[src/rtl/i2c_bridge_pkg.sv]
// Shared types and constants for the I2C-to-UART bridge control path.
// Latency: n/a (types only).
// Backpressure: n/a.
package i2c_bridge_pkg;

  typedef enum logic [1:0] {
    S_IDLE,
    S_SEL,
    S_IGN
  } i2c_state_t;

  typedef enum logic [1:0] {
    U_IDLE,
    U_START,
    U_WAIT_BUSY,
    U_WAIT_DONE
  } uart_state_t;

  localparam logic [6:0] DEFAULT_SLAVE_ADDR = 7'h27;

endpackage

[src/rtl/bridge_fifo.sv]
// Byte FIFO with wrap-around pointers; level = write pointer minus read pointer.
// Latency: a push is visible in level/dout the cycle after it is presented.
// Backpressure: pushes while full and pops while empty are ignored.
module bridge_fifo #(
  parameter int DEPTH = 8
) (
  input  logic                     clk,
  input  logic                     rst_n,
  input  logic                     push,
  input  logic [7:0]               din,
  input  logic                     pop,
  output logic [7:0]               dout,
  output logic                     full,
  output logic                     empty,
  output logic [$clog2(DEPTH):0]   level
);

  localparam int AW = $clog2(DEPTH);

  logic [7:0]  mem [DEPTH];
  logic [AW:0] wr_ptr;
  logic [AW:0] rd_ptr;
  logic        do_push;
  logic        do_pop;

  // The extra pointer MSB separates "full" from "empty" when the index bits match.
  assign empty   = (wr_ptr == rd_ptr);
  assign full    = (wr_ptr[AW] != rd_ptr[AW]) && (wr_ptr[AW-1:0] == rd_ptr[AW-1:0]);
  assign level   = wr_ptr - rd_ptr;
  assign dout    = mem[rd_ptr[AW-1:0]];
  assign do_push = push && !full;
  assign do_pop  = pop && !empty;

  // Pointer update; reset empties the queue.
  always_ff @(posedge clk or negedge rst_n) begin
    if (!rst_n) begin
      wr_ptr <= '0;
      rd_ptr <= '0;
    end else begin
      if (do_push) wr_ptr <= wr_ptr + 1'b1;
      if (do_pop)  rd_ptr <= rd_ptr + 1'b1;
    end
  end

  // Storage array; contents are meaningless until written, so no reset.
  always_ff @(posedge clk) begin
    if (do_push) mem[wr_ptr[AW-1:0]] <= din;
  end

endmodule

[src/rtl/i2c_uart_bridge_ctrl.sv]
// Filters I2C writes to our address, queues data bytes, and paces them into the UART.
// Latency: ack one cycle after each event; byte pulse at N gives uart_tx_start at N+2.
// Backpressure: FIFO full NACKs and drops the byte (sticky overflow); UART busy stalls pops.
module i2c_uart_bridge_ctrl
  import i2c_bridge_pkg::*;
#(
  parameter logic [6:0] SLAVE_ADDR = DEFAULT_SLAVE_ADDR,
  parameter int         FIFO_DEPTH = 8
) (
  input  logic                          clk,
  input  logic                          rst_n,
  input  logic                          i2c_addr_valid,
  input  logic [6:0]                    i2c_addr,
  input  logic                          i2c_rw,
  input  logic                          i2c_byte_valid,
  input  logic [7:0]                    i2c_byte,
  input  logic                          i2c_stop,
  output logic                          i2c_ack,
  output logic                          active,
  output logic [7:0]                    uart_tx_data,
  output logic                          uart_tx_start,
  input  logic                          uart_tx_busy,
  output logic [$clog2(FIFO_DEPTH):0]   fifo_level,
  output logic                          overflow,
  input  logic                          ovf_clr
);

  i2c_state_t  i2c_state, i2c_next;
  uart_state_t u_state, u_next;

  logic       ack_next;
  logic       push;
  logic       pop;
  logic       ovf_set;
  logic       fifo_full;
  logic       fifo_empty;
  logic [7:0] fifo_dout;

  bridge_fifo #(.DEPTH(FIFO_DEPTH)) u_fifo (
    .clk   (clk),
    .rst_n (rst_n),
    .push  (push),
    .din   (i2c_byte),
    .pop   (pop),
    .dout  (fifo_dout),
    .full  (fifo_full),
    .empty (fifo_empty),
    .level (fifo_level)
  );

  assign active        = (i2c_state == S_SEL);
  assign uart_tx_start = (u_state == U_START);

  // I2C-side state, ack level and sticky overflow flag.
  always_ff @(posedge clk or negedge rst_n) begin
    if (!rst_n) begin
      i2c_state <= S_IDLE;
      i2c_ack   <= 1'b0;
      overflow  <= 1'b0;
    end else begin
      i2c_state <= i2c_next;
      i2c_ack   <= ack_next;
      if (ovf_set)      overflow <= 1'b1;
      else if (ovf_clr) overflow <= 1'b0;
    end
  end

  // I2C-side decode: address beats stop (repeated START), stop beats data.
  // Fullness is judged before any same-cycle pop, so a full FIFO always refuses.
  always_comb begin
    i2c_next = i2c_state;
    ack_next = i2c_ack;
    push     = 1'b0;
    ovf_set  = 1'b0;
    if (i2c_addr_valid) begin
      if ((i2c_addr == SLAVE_ADDR) && !i2c_rw) begin
        i2c_next = S_SEL;
        ack_next = 1'b1;
      end else begin
        i2c_next = S_IGN;
        ack_next = 1'b0;
      end
    end else if (i2c_stop) begin
      i2c_next = S_IDLE;
    end else if (i2c_byte_valid) begin
      if (i2c_state == S_SEL) begin
        if (!fifo_full) begin
          push     = 1'b1;
          ack_next = 1'b1;
        end else begin
          ack_next = 1'b0;
          ovf_set  = 1'b1;
        end
      end else begin
        ack_next = 1'b0;
      end
    end
  end

  // UART-side state and the held transmit byte.
  always_ff @(posedge clk or negedge rst_n) begin
    if (!rst_n) begin
      u_state      <= U_IDLE;
      uart_tx_data <= 8'h00;
    end else begin
      u_state <= u_next;
      if (pop) uart_tx_data <= fifo_dout;
    end
  end

  // UART-side sequencing: pop, pulse start, then track one full busy window.
  always_comb begin
    u_next = u_state;
    pop    = 1'b0;
    case (u_state)
      U_IDLE: begin
        if (!fifo_empty && !uart_tx_busy) begin
          pop    = 1'b1;
          u_next = U_START;
        end
      end
      U_START:     u_next = U_WAIT_BUSY;
      U_WAIT_BUSY: if (uart_tx_busy)  u_next = U_WAIT_DONE;
      U_WAIT_DONE: if (!uart_tx_busy) u_next = U_IDLE;
      default:     u_next = U_IDLE;
    endcase
  end

endmodule

[config.mk]
export PLATFORM = sky130hd
export DESIGN_NAME = i2c_uart_bridge_ctrl
export DESIGN_NICKNAME = d
export VERILOG_FILES = /design/src/rtl/i2c_bridge_pkg.sv /design/src/rtl/bridge_fifo.sv /design/src/rtl/i2c_uart_bridge_ctrl.sv
export SDC_FILE = /design/constraint.sdc
export NUM_CORES = 1
export LEC_CHECK = 0
export BUFFER_PORTS_ARGS = -buffer_cell sky130_fd_sc_hd__buf_2
export CORE_MARGIN = 3
export CORE_UTILIZATION = 60
export CTS_CLUSTER_DIAMETER = 40
export DETAILED_ROUTE_END_ITERATION = 12
export GPL_TIMING_DRIVEN = 0
export PLACE_DENSITY = 0.9
export RECOVER_POWER = 100
export SETUP_SLACK_MARGIN = 0.4
export SLEW_MARGIN = 0
export SYNTH_ARGS = -nofsm -noshare
export SYNTH_HDL_FRONTEND = slang
export SYNTH_HIERARCHICAL = 1
export SYNTH_SLANG_ARGS = --single-unit
[constraint.sdc]
create_clock -name clk -period 8.2 [get_ports clk]
set_input_delay 1.64 -clock clk [delete_from_list [all_inputs] [get_ports clk]]
set_output_delay 1.64 -clock clk [all_outputs]
set_load 0.05 [all_outputs]
==> run metrics, run 1 <==
Starting DRT DRC Count 150; Hold EP uart_tx_data[3]$_DFFE_PN0P_; CP Class reg2reg; Fmax 198.3 MHz; number of nets with antenna violations after routing 0; Power, Total 1.403 mW; hold buffers post-CTS 0; setup ws final 3156 ps; Critical Path Fanout Max 10; ant diodes 0; root buf cell clkbuf_8; final setup TNS 0 ps; reg2reg start u_fifo/rd_ptr[1]$_DFFE_PN0P_; post-synthesis instance total 223; DR vias 2030; share of power burned in combinational logic 37.7%; Die Width 84.25 µm; Syn-to-layout area delta 12.36%; gpl congestion 0.8188; Critical Path RT 8130 ps; Pleak 1.547 nW; Switch Pwr 0.5029 mW; Initial DRT Pass Iterations 4; Post-Route Skew 7.999 ps; Critical Path AT 4980 ps; Hold Crit Start uart_tx_data[3]$_DFFE_PN0P_; # DRC 0; Detailed Route WL 6730 µm; die area 7097 µm²; largest net degree at the start of global routing 23; Clock Pin Slew Worst Setup and Hold Paths 80 ps; number of port buffers 38; Worst setup SP type flip-flop; cts bufs inserted 9; DP HPWL 4643 µm; vias in the first global route 2216; Yosys top cell area share 52.32%; clock sinks 86; YS warnings 6; final setup violating endpoints 0; asr flop ratio synth 25.58%; top cell type by total area after synthesis edfxtp_1; Final min period 5044 ps; Post-CTS Setup Bufs 0; share of cells above drive strength 1 21.58%; WHS Path Cells 1; Hold Crit Class reg2reg; gr ovfl total 0; post-synthesis area per instance 16.47 µm²; placement row count 27; Core Region 5709 µm²; Max Cap Viol 1; Mapped Area 3674 µm²; RSZ-0062 raised after global routing false; flop2flop setup slack 3160 ps; antenna violations before repair 0; Die Y 84.25 µm; sequential power share 37.9%; maximum vdd drop 191.1 µV; Vias/cell 5.800; CP endpoint kind flip-flop; CTS tree built; Routed WL per cell 19.23 µm; failing checks capacitance limit, slew limit; Max clock buf depth 2; sequential share of the synthesized area 67.30%; P per Cell Area 339.9 nW/µm²; Synth area leaders edfxtp_1, dfrtp_1, mux4_2; final hold violation count 0; top cells by count, synth edfxtp_1, nand2_1, dfrtp_1, mux4_2, inv_1; htree depth 3; switching share of power 35.84%; Final period util 61.51%; Slew @ Worst Pin 1696 ps; Cell Int Power 0.9003 mW; status complete, but fails checks; Synthesized Nets 256; global-route wire length before repair 10850 µm; Reg2Reg Depth 9; R2R Path End u_fifo/mem[0][3]$_DFFE_PP_; Synth cell types 38; number of synthesized flops with an enable pin 64; Synth Flop Type edfxtp_1; Slew HR -14.09%; CTS resizes 0; most common cell in the netlist edfxtp_1; post-placement cell count 333; Total GRT Usage 20.52%; Slew Viols, Final 9; IO Pins 39; final non-filler cell total 350; initial core utilization 64.34%; Synth Register Bits 86; Layout Nets 306; clock network power share 24.4%; pre-CTS setup slack 3862 ps; clk_lat worst skew 340 ps
==> how the worst max path moves through the flow <==
stage	start	end	slack, ps	depth (start not counted)
2_1_floorplan	i2c_stop	u_fifo/mem[0][0]$_DFFE_PP_	4420	4
3_3_place_gp	i2c_stop	u_fifo/mem[0][7]$_DFFE_PP_	3690	5
4_1_cts	u_fifo/rd_ptr[1]$_DFFE_PN0P_	u_fifo/mem[5][5]$_DFFE_PP_	3900	9
5_1_grt	u_fifo/rd_ptr[1]$_DFFE_PN0P_	u_fifo/mem[0][3]$_DFFE_PP_	2800	9
6_report	u_fifo/rd_ptr[1]$_DFFE_PN0P_	u_fifo/mem[0][3]$_DFFE_PP_	3160	9
3_5_place_dp	i2c_stop	u_fifo/mem[5][5]$_DFFE_PP_	3860	5
==> cell type report <==
class | count | area, µm²
flip-flops and latches | 86 | 2472
fillers | 355 | 1582
multi-input cells | 117 | 1065
repair buffers | 39 | 162.7
clock buffers | 10 | 127.6
clock inverters | 6 | 110.1
well taps | 72 | 90.09
inverters | 15 | 56.30
plain buffers | 5 | 43.79
==> registers in the layout (all words and copies together) (netlist names) <==
signal and cells:
u_fifo/wr_ptr 4, i2c_state 2, u_fifo/rd_ptr 4, u_fifo/mem 64
uart_tx_data 8, u_state 2, overflow 1, i2c_ack 1
==> placed cells by master, fill, tap and decap left out, drive strengths merged <==
master / Yosys / layout
edfxtp: 64 / 64
clkbuf: 0 / 38
nand2: 26 / 26
dfrtp: 22 / 22
mux4: 16 / 16
buf: 5 / 16
inv: 15 / 15
mux2: 11 / 11
nor2: 9 / 9
ha: 9 / 9
nor3: 7 / 7
xnor2: 6 / 6
nand3: 5 / 5
a21oi: 4 / 4
o21ai: 4 / 4
xor2: 4 / 4
nand2b: 3 / 3
bufinv: 0 / 3
nor4: 2 / 2
o211ai: 2 / 2
clkinvlp: 0 / 2
nor2b: 1 / 1
nor4b: 1 / 1
and4b: 1 / 1
nand3b: 1 / 1
a22o: 1 / 1
mux2i: 1 / 1
a31o: 1 / 1
clkinv: 0 / 1
a21o: 1 / 1
fa: 1 / 1
==> metal layers <==
metal / share of wire, % / global-route usage, %
met1: 42 / 25.28
met2: 52 / 34.43
met3: 4.7 / 4.024
met4: 2.0 / 10.96
met5: 0 / 0
==> logic make-up (layout without fill, tap and decap cells) <==
logic type | after synthesis | count (layout) | share of synthesized area (%)
xor gates and xnor gates | 10 | 10 | 2.589
DFF | 86 | 86 | 67.30
AOI/OAI and AO/OA | 13 | 13 | 2.725
muxes | 28 | 28 | 13.66
and+or+nand+nor | 56 | 56 | 7.323
buffers and inverters | 20 | 75 | 2.793
adders and majority gates | 10 | 10 | 3.610
==> worst max-delay path: stages, from the launching register on <==
cell and delay (ps):
dfrtp_1 400, clkbuf_1 530, clkbuf_1 510, inv_1 110
ha_1 310, nand3_1 210, nor2_1 90, nor4_1 570
o21ai_0 520, nor4_1 1400
==> through the flow <==
step | cell area, µm² | hold slack [ps] | utilization, %
floorplan | 3674 | 525.7 | -
global placement | 3954 | 490.1 | 69.25
detailed placement | 3960 | 492.9 | 69.36
CTS | 4198 | 510.9 | 73.53
global route | 4128 | 543.6 | 72.30
finish | 4128 | 510.7 | 72.30
==> power groups by stage <==
stage          Sequential (mW)  Clock (mW)  Combinational [mW]
2_1_floorplan            0.607           0               0.364
6_report                 0.532       0.343               0.529
3_5_place_dp             0.541           0               0.548
3_3_place_gp             0.539           0               0.534
5_1_grt                  0.539       0.364               0.569
4_1_cts                  0.532       0.350               0.554
Note: power is estimated with default switching activity, not from simulation.
==> run 2: changes to the inputs <==
--- a/config.mk
+++ b/config.mk
@@ -7,11 +7,11 @@
 export LEC_CHECK = 0
 export BUFFER_PORTS_ARGS = -buffer_cell sky130_fd_sc_hd__buf_2
 export CORE_MARGIN = 3
-export CORE_UTILIZATION = 60
+export CORE_UTILIZATION = 58
 export CTS_CLUSTER_DIAMETER = 40
 export DETAILED_ROUTE_END_ITERATION = 12
 export GPL_TIMING_DRIVEN = 0
-export PLACE_DENSITY = 0.9
+export PLACE_DENSITY = 0.88
 export RECOVER_POWER = 100
 export SETUP_SLACK_MARGIN = 0.4
 export SLEW_MARGIN = 0
==> constraint.sdc (replaced) <==
create_clock -name clk -period 4.9 [get_ports clk]
set_input_delay 0.98 -clock clk [delete_from_list [all_inputs] [get_ports clk]]
set_output_delay 0.98 -clock clk [all_outputs]
set_load 0.05 [all_outputs]
==> run metrics, run 2 (synthesis results as in run 1) <==
status complete, no violations (was complete, but fails checks); vias in the first global route 2007 (was 2216); RSZ-0062 raised after global routing false (unchanged); CTS resizes 0 (unchanged); Power, Total 2.305 mW (was 1.403 mW); Final period util 85.93% (was 61.51%); pre-CTS setup slack 706.5 ps (was 3862 ps); Die Y 85.59 µm (was 84.25 µm); DR vias 1974 (was 2030); setup ws final 689.4 ps (was 3156 ps); Die Width 85.59 µm (was 84.25 µm); maximum vdd drop 335.3 µV (was 191.1 µV); initial core utilization 60.96% (was 64.34%); antenna violations before repair 0 (unchanged); IO Pins 39 (unchanged); Post-CTS Setup Bufs 0 (unchanged); CTS tree built (unchanged); GR Util met1 26.47% (was 25.28%); Vias/cell 5.592 (was 5.800); commonest cells after routing, fill and taps aside edfxtp_1, clkbuf_1, nand2_1 (unchanged); Max clock buf depth 2 (unchanged); CP Class reg2reg (unchanged); Slew Viols, Final 0 (was 9); Routed WL per cell 17.96 µm (was 19.23 µm); clock sinks 86 (unchanged); met3 usage 4.035% (was 4.024%); max reg flops 64 (unchanged); Critical Path RT 4850 ps (was 8130 ps); Critical Path AT 4160 ps (was 4980 ps); number of nets with antenna violations after routing 0 (unchanged); Critical Path Fanout Max 10 (unchanged); WHS Path Cells 1 (unchanged); Worst setup SP type flip-flop (unchanged); htree depth 3 (unchanged); Slew @ Worst Pin 1334 ps (was 1696 ps); CP endpoint kind flip-flop (unchanged); Fmax 237.5 MHz (was 198.3 MHz); root buf cell clkbuf_8 (unchanged); Fillers 427 (was 355); clk_lat worst skew 340 ps (about the same); P per Cell Area 559.3 nW/µm² (was 339.9 nW/µm²); die area 7325 µm² (was 7097 µm²); Syn-to-layout area delta 12.19% (was 12.36%); final setup TNS 0 ps (unchanged); Initial DRT Pass Iterations 4 (unchanged); gpl congestion 0.7656 (was 0.8188); placement row count 28 (was 27); number of port buffers 38 (unchanged); Reg2Reg Depth 9 (unchanged); Pleak 1.548 nW (was 1.547 nW); Layout Nets 306 (unchanged); Final min period 4211 ps (was 5044 ps); Max Cap Viol 0 (was 1); share of cells above drive strength 1 21.58% (unchanged); final setup violating endpoints 0 (unchanged); most used routing layer met2 (unchanged); # DRC 0 (unchanged); largest net degree at the start of global routing 23 (unchanged); Total GRT Usage 19.20% (was 20.52%); Core Region 6026 µm² (was 5709 µm²); Detailed Route WL 6339 µm (was 6730 µm); Final Core Density 68.40% (was 72.30%); Clock Pin Slew Worst Setup and Hold Paths 80 ps (about the same); leading cell type in the layout, fill and taps excluded edfxtp_1 (unchanged); global-route wire length before repair 10280 µm (was 10850 µm); Slew HR 10.41% (was -14.09%); Hold Crit Class reg2reg (unchanged); DP HPWL 4384 µm (was 4643 µm); gr ovfl total 0 (unchanged); hold buffers post-CTS 0 (unchanged); ant diodes 0 (unchanged); final hold violation count 0 (unchanged); Post-Route Skew 8.146 ps (was 7.999 ps); cts bufs inserted 9 (unchanged); met2 global-route usage 30.30% (was 34.43%); Starting DRT DRC Count 115 (was 150)
[run 2: changes by cell type in the layout (fill, tap and decap cells not counted), sizes merged]
| cell | before | now |
|---|---|---|
| clkbuf | 38 | 37 |
| buf | 16 | 17 |
| inv | 15 | 17 |
| bufinv | 3 | 2 |
| clkinv | 1 | 2 |
| clkinvlp | 2 | 0 |
[run 2: path summary, 6_finish.rpt]
| check | from | to | slack, ps |
|---|---|---|---|
| worst min register to register | uart_tx_data[3]$_DFFE_PN0P_ | uart_tx_data[3]$_DFFE_PN0P_ | 510 |
| worst max register to register | u_fifo/rd_ptr[1]$_DFFE_PN0P_ | u_fifo/mem[4][0]$_DFFE_PP_ | 690 |
| worst min-delay path | uart_tx_data[3]$_DFFE_PN0P_ | uart_tx_data[3]$_DFFE_PN0P_ | 510 |
| max in group asynchronous | rst_n | uart_tx_data[2]$_DFFE_PN0P_ | 3350 |
| worst max-delay path | u_fifo/rd_ptr[1]$_DFFE_PN0P_ | u_fifo/mem[4][0]$_DFFE_PP_ | 690 |
| min in group asynchronous | rst_n | uart_tx_data[7]$_DFFE_PN0P_ | 860 |
[run 2: cell type report]
| type | instances | area, µm² | share of cell area, % |
|---|---|---|---|
| flip-flops and latches | 86 | 2472 | 59.99 |
| repair buffers | 39 | 162.7 | 3.947 |
| clock inverters | 6 | 91.34 | 2.216 |
| clock buffers | 10 | 127.6 | 3.097 |
| plain buffers | 5 | 45.04 | 1.093 |
| well taps | 75 | 93.84 | 2.277 |
| multi-input cells | 117 | 1072 | 26.02 |
| inverters | 15 | 56.30 | 1.366 |
[run 2: layer usage]
metal	vias up	part of all wire (%)
li1	931	-
met1	986	42
met2	52	50
met3	5	6.5
met4	0	1.1
met5	-	0
[run 2: critical path, stage by stage (launching register included)]
cell and delay, ps:
dfrtp_1 420, buf_2 290, clkbuf_1 460, inv_1 90
ha_1 320, nand3_1 230, nor2_1 90, nor4_1 610
o21ai_4 210, nor3_1 1100
[run 2: metrics by stage]
step | cells | hold WS, ps | area (µm²)
2_1_floorplan | 223 | 525.7 | 3674
3_3_place_gp | 336 | 490.9 | 3958
3_5_place_dp | 337 | 493.7 | 3971
4_1_cts | 353 | 511.7 | 4190
5_1_grt | 353 | 540.9 | 4121
6_report | 353 | 507.9 | 4121
[run 2: report_power, final]
part           switching (mW)  internal (mW)
logic                   0.558          0.325
registers              0.0445          0.844
clock network           0.242          0.291
total                   0.845           1.46
==> run 3: changes to the inputs <==
--- a/config.mk
+++ b/config.mk
@@ -6,12 +6,11 @@
 export NUM_CORES = 1
 export LEC_CHECK = 0
 export BUFFER_PORTS_ARGS = -buffer_cell sky130_fd_sc_hd__buf_2
-export CORE_MARGIN = 3
-export CORE_UTILIZATION = 58
+export CORE_UTILIZATION = 25
 export CTS_CLUSTER_DIAMETER = 40
 export DETAILED_ROUTE_END_ITERATION = 12
 export GPL_TIMING_DRIVEN = 0
-export PLACE_DENSITY = 0.88
+export PLACE_DENSITY = 0.5
 export RECOVER_POWER = 100
 export SETUP_SLACK_MARGIN = 0.4
 export SLEW_MARGIN = 0
==> run metrics, run 3 (synthesis results as in run 1) <==
status complete, but fails checks (was complete, no violations); failing checks capacitance limit, slew limit; Total GRT Usage 11.05% (was 19.20%); Final min period 4261 ps (was 4211 ps); hold buffers post-CTS 0 (unchanged); Final Core Density 31.04% (was 68.40%); max reg flops 64 (unchanged); CP Class reg2reg (unchanged); cts bufs inserted 9 (unchanged); number of nets with antenna violations after routing 0 (unchanged); CP endpoint kind flip-flop (unchanged); DP HPWL 4861 µm (was 4384 µm); Critical Path RT 4860 ps (was 4850 ps); final setup violating endpoints 0 (unchanged); # DRC 0 (unchanged); slowest cell delay on critical path 850 ps (was 1100 ps); vias in the first global route 2075 (was 2007); Core Region 14100 µm² (was 6026 µm²); Crit path max-delay family simple AND/OR/NAND/NOR gates (unchanged); Detailed Route WL 7312 µm (was 6339 µm); Starting DRT DRC Count 114 (was 115); post-placement cell count 442 (was 337); Clock Pin Slew Worst Setup and Hold Paths 60 ps (was 80 ps); global-route wire length before repair 11640 µm (was 10280 µm); Die Y 123.2 µm (was 85.59 µm); CTS resizes 0 (unchanged); Critical Path AT 4220 ps (was 4160 ps); Cell Area, Placed 4123 µm² (was 3971 µm²); leading cell type in the layout, fill and taps excluded edfxtp_1 (unchanged); share of cells above drive strength 1 23.38% (was 21.58%); number of port buffers 38 (unchanged); clock sinks 86 (unchanged); Slew HR -13.74% (was 10.41%); P per Cell Area 570.4 nW/µm² (was 559.3 nW/µm²); Slew @ Worst Pin 1693 ps (was 1334 ps); Max clock buf depth 2 (unchanged); placement row count 43 (was 28); clk_lat worst skew 340 ps (about the same); final hold violation count 0 (unchanged); CTS tree built (unchanged); Max Cap Viol 1 (was 0); Routed WL per cell 15.97 µm (was 17.96 µm); Hold Crit Class reg2reg (unchanged); Final period util 86.96% (was 85.93%); Post-CTS Setup Bufs 0 (unchanged); Pleak 1.599 nW (was 1.548 nW); largest net degree at the start of global routing 23 (unchanged); Syn-to-layout area delta 19.11% (was 12.19%); final non-filler cell total 458 (was 353); Post-Route Skew 5.251 ps (was 8.146 ps); critical path's most frequent cell nor2_1; htree depth 3 (unchanged); Die Width 123.2 µm (was 85.59 µm); antenna violations before repair 0 (unchanged); GR Util met1 13.09% (was 26.47%); commonest cells after routing, fill and taps aside edfxtp_1, clkbuf_1, nand2_1 (unchanged); maximum vdd drop 185.9 µV (was 335.3 µV); ant diodes 0 (unchanged); root buf cell clkbuf_16 (was clkbuf_8); gr ovfl total 0 (unchanged); DR vias 1961 (was 1974); die area 15180 µm² (was 7325 µm²); Initial DRT Pass Iterations 4 (unchanged); Worst setup SP type flip-flop (unchanged); Layout Nets 306 (unchanged); final instance area 4375 µm² (was 4121 µm²); met2 global-route usage 18.16% (was 30.30%); critical-path cell list buf_2, clkbuf_1, inv_1, ha_1, nand3_1, nor2_1, nor4_1, o211ai_1, nor2_1 (was buf_2, clkbuf_1, inv_1, ha_1, nand3_1, nor2_1, nor4_1, o21ai_4, nor3_1); Fmax 234.7 MHz (was 237.5 MHz); IO Pins 39 (unchanged); gpl congestion 0.7390 (was 0.7656); most used routing layer met2 (unchanged); initial core utilization 26.06% (was 60.96%); Buf/Inv on CP 3 (unchanged); Critical Path Fanout Max 10 (unchanged); Vias/cell 4.282 (was 5.592); RSZ-0062 raised after global routing false (unchanged); met3 usage 4.382% (was 4.035%); Slew Viols, Final 10 (was 0); Max stage delay cell, worst path nor2_1 (was nor3_1)
run 3: cell types whose count changed in the layout (fill, tap and decap cells not counted), sizes merged:
cell	previous run	this run
buf	17	18
clkbuf	37	36
clkinv	2	3
inv	17	16
run 3: metrics by stage:
| stage | worst slack [ps] | setup TNS, ps | total power [mW] | hold slack [ps] |
|---|---|---|---|---|
| 6_report | 638.8 | 0 | 2.496 | 510.0 |
| 3_3_place_gp | -38.31 | -303.3 | 1.835 | 487.7 |
| 3_5_place_dp | 770.7 | 0 | 1.842 | 496.7 |
| 2_1_floorplan | 1455 | 0 | 1.625 | 525.7 |
| 5_1_grt | 300.6 | 0 | 2.644 | 535.1 |
| 4_1_cts | 754.5 | 0 | 2.566 | 509.8 |
run 3: path summary, 6_finish.rpt:
path                                              startpoint                     endpoint  slack (ps)  cells after the start
worst min register to register          overflow$_DFFE_PN0P_         overflow$_DFFE_PN0P_         510                      1
worst min-delay path                    overflow$_DFFE_PN0P_         overflow$_DFFE_PN0P_         510                      1
max in group asynchronous                              rst_n  uart_tx_data[5]$_DFFE_PN0P_        3210                      1
min in group asynchronous                              rst_n  uart_tx_data[6]$_DFFE_PN0P_         910                      1
worst max-delay path            u_fifo/rd_ptr[1]$_DFFE_PN0P_   u_fifo/mem[3][7]$_DFFE_PP_         640                      9
worst max register to register  u_fifo/rd_ptr[1]$_DFFE_PN0P_   u_fifo/mem[3][7]$_DFFE_PP_         640                      9
run 3: routing by layer:
layer / up-vias / routed length [µm] / share of wire, %
li1: 931 / - / -
met1: 989 / 3140 / 43
met2: 32 / 3711 / 51
met3: 9 / 356 / 4.9
met4: 0 / 103 / 1.4
met5: - / 0 / 0
run 3: final cells by class:
cell class / instances / area (µm²)
fillers: 1407 / 9721
flip-flops and latches: 86 / 2472
multi-input cells: 117 / 1096
clock buffers: 10 / 229.0
well taps: 180 / 225.2
repair buffers: 39 / 166.4
clock inverters: 6 / 85.08
inverters: 15 / 56.30
plain buffers: 5 / 45.04
run 3: power breakdown:
group | switching, mW | internal, mW
Clock | 0.270 | 0.446
Sequential | 0.0452 | 0.846
Combinational | 0.566 | 0.324
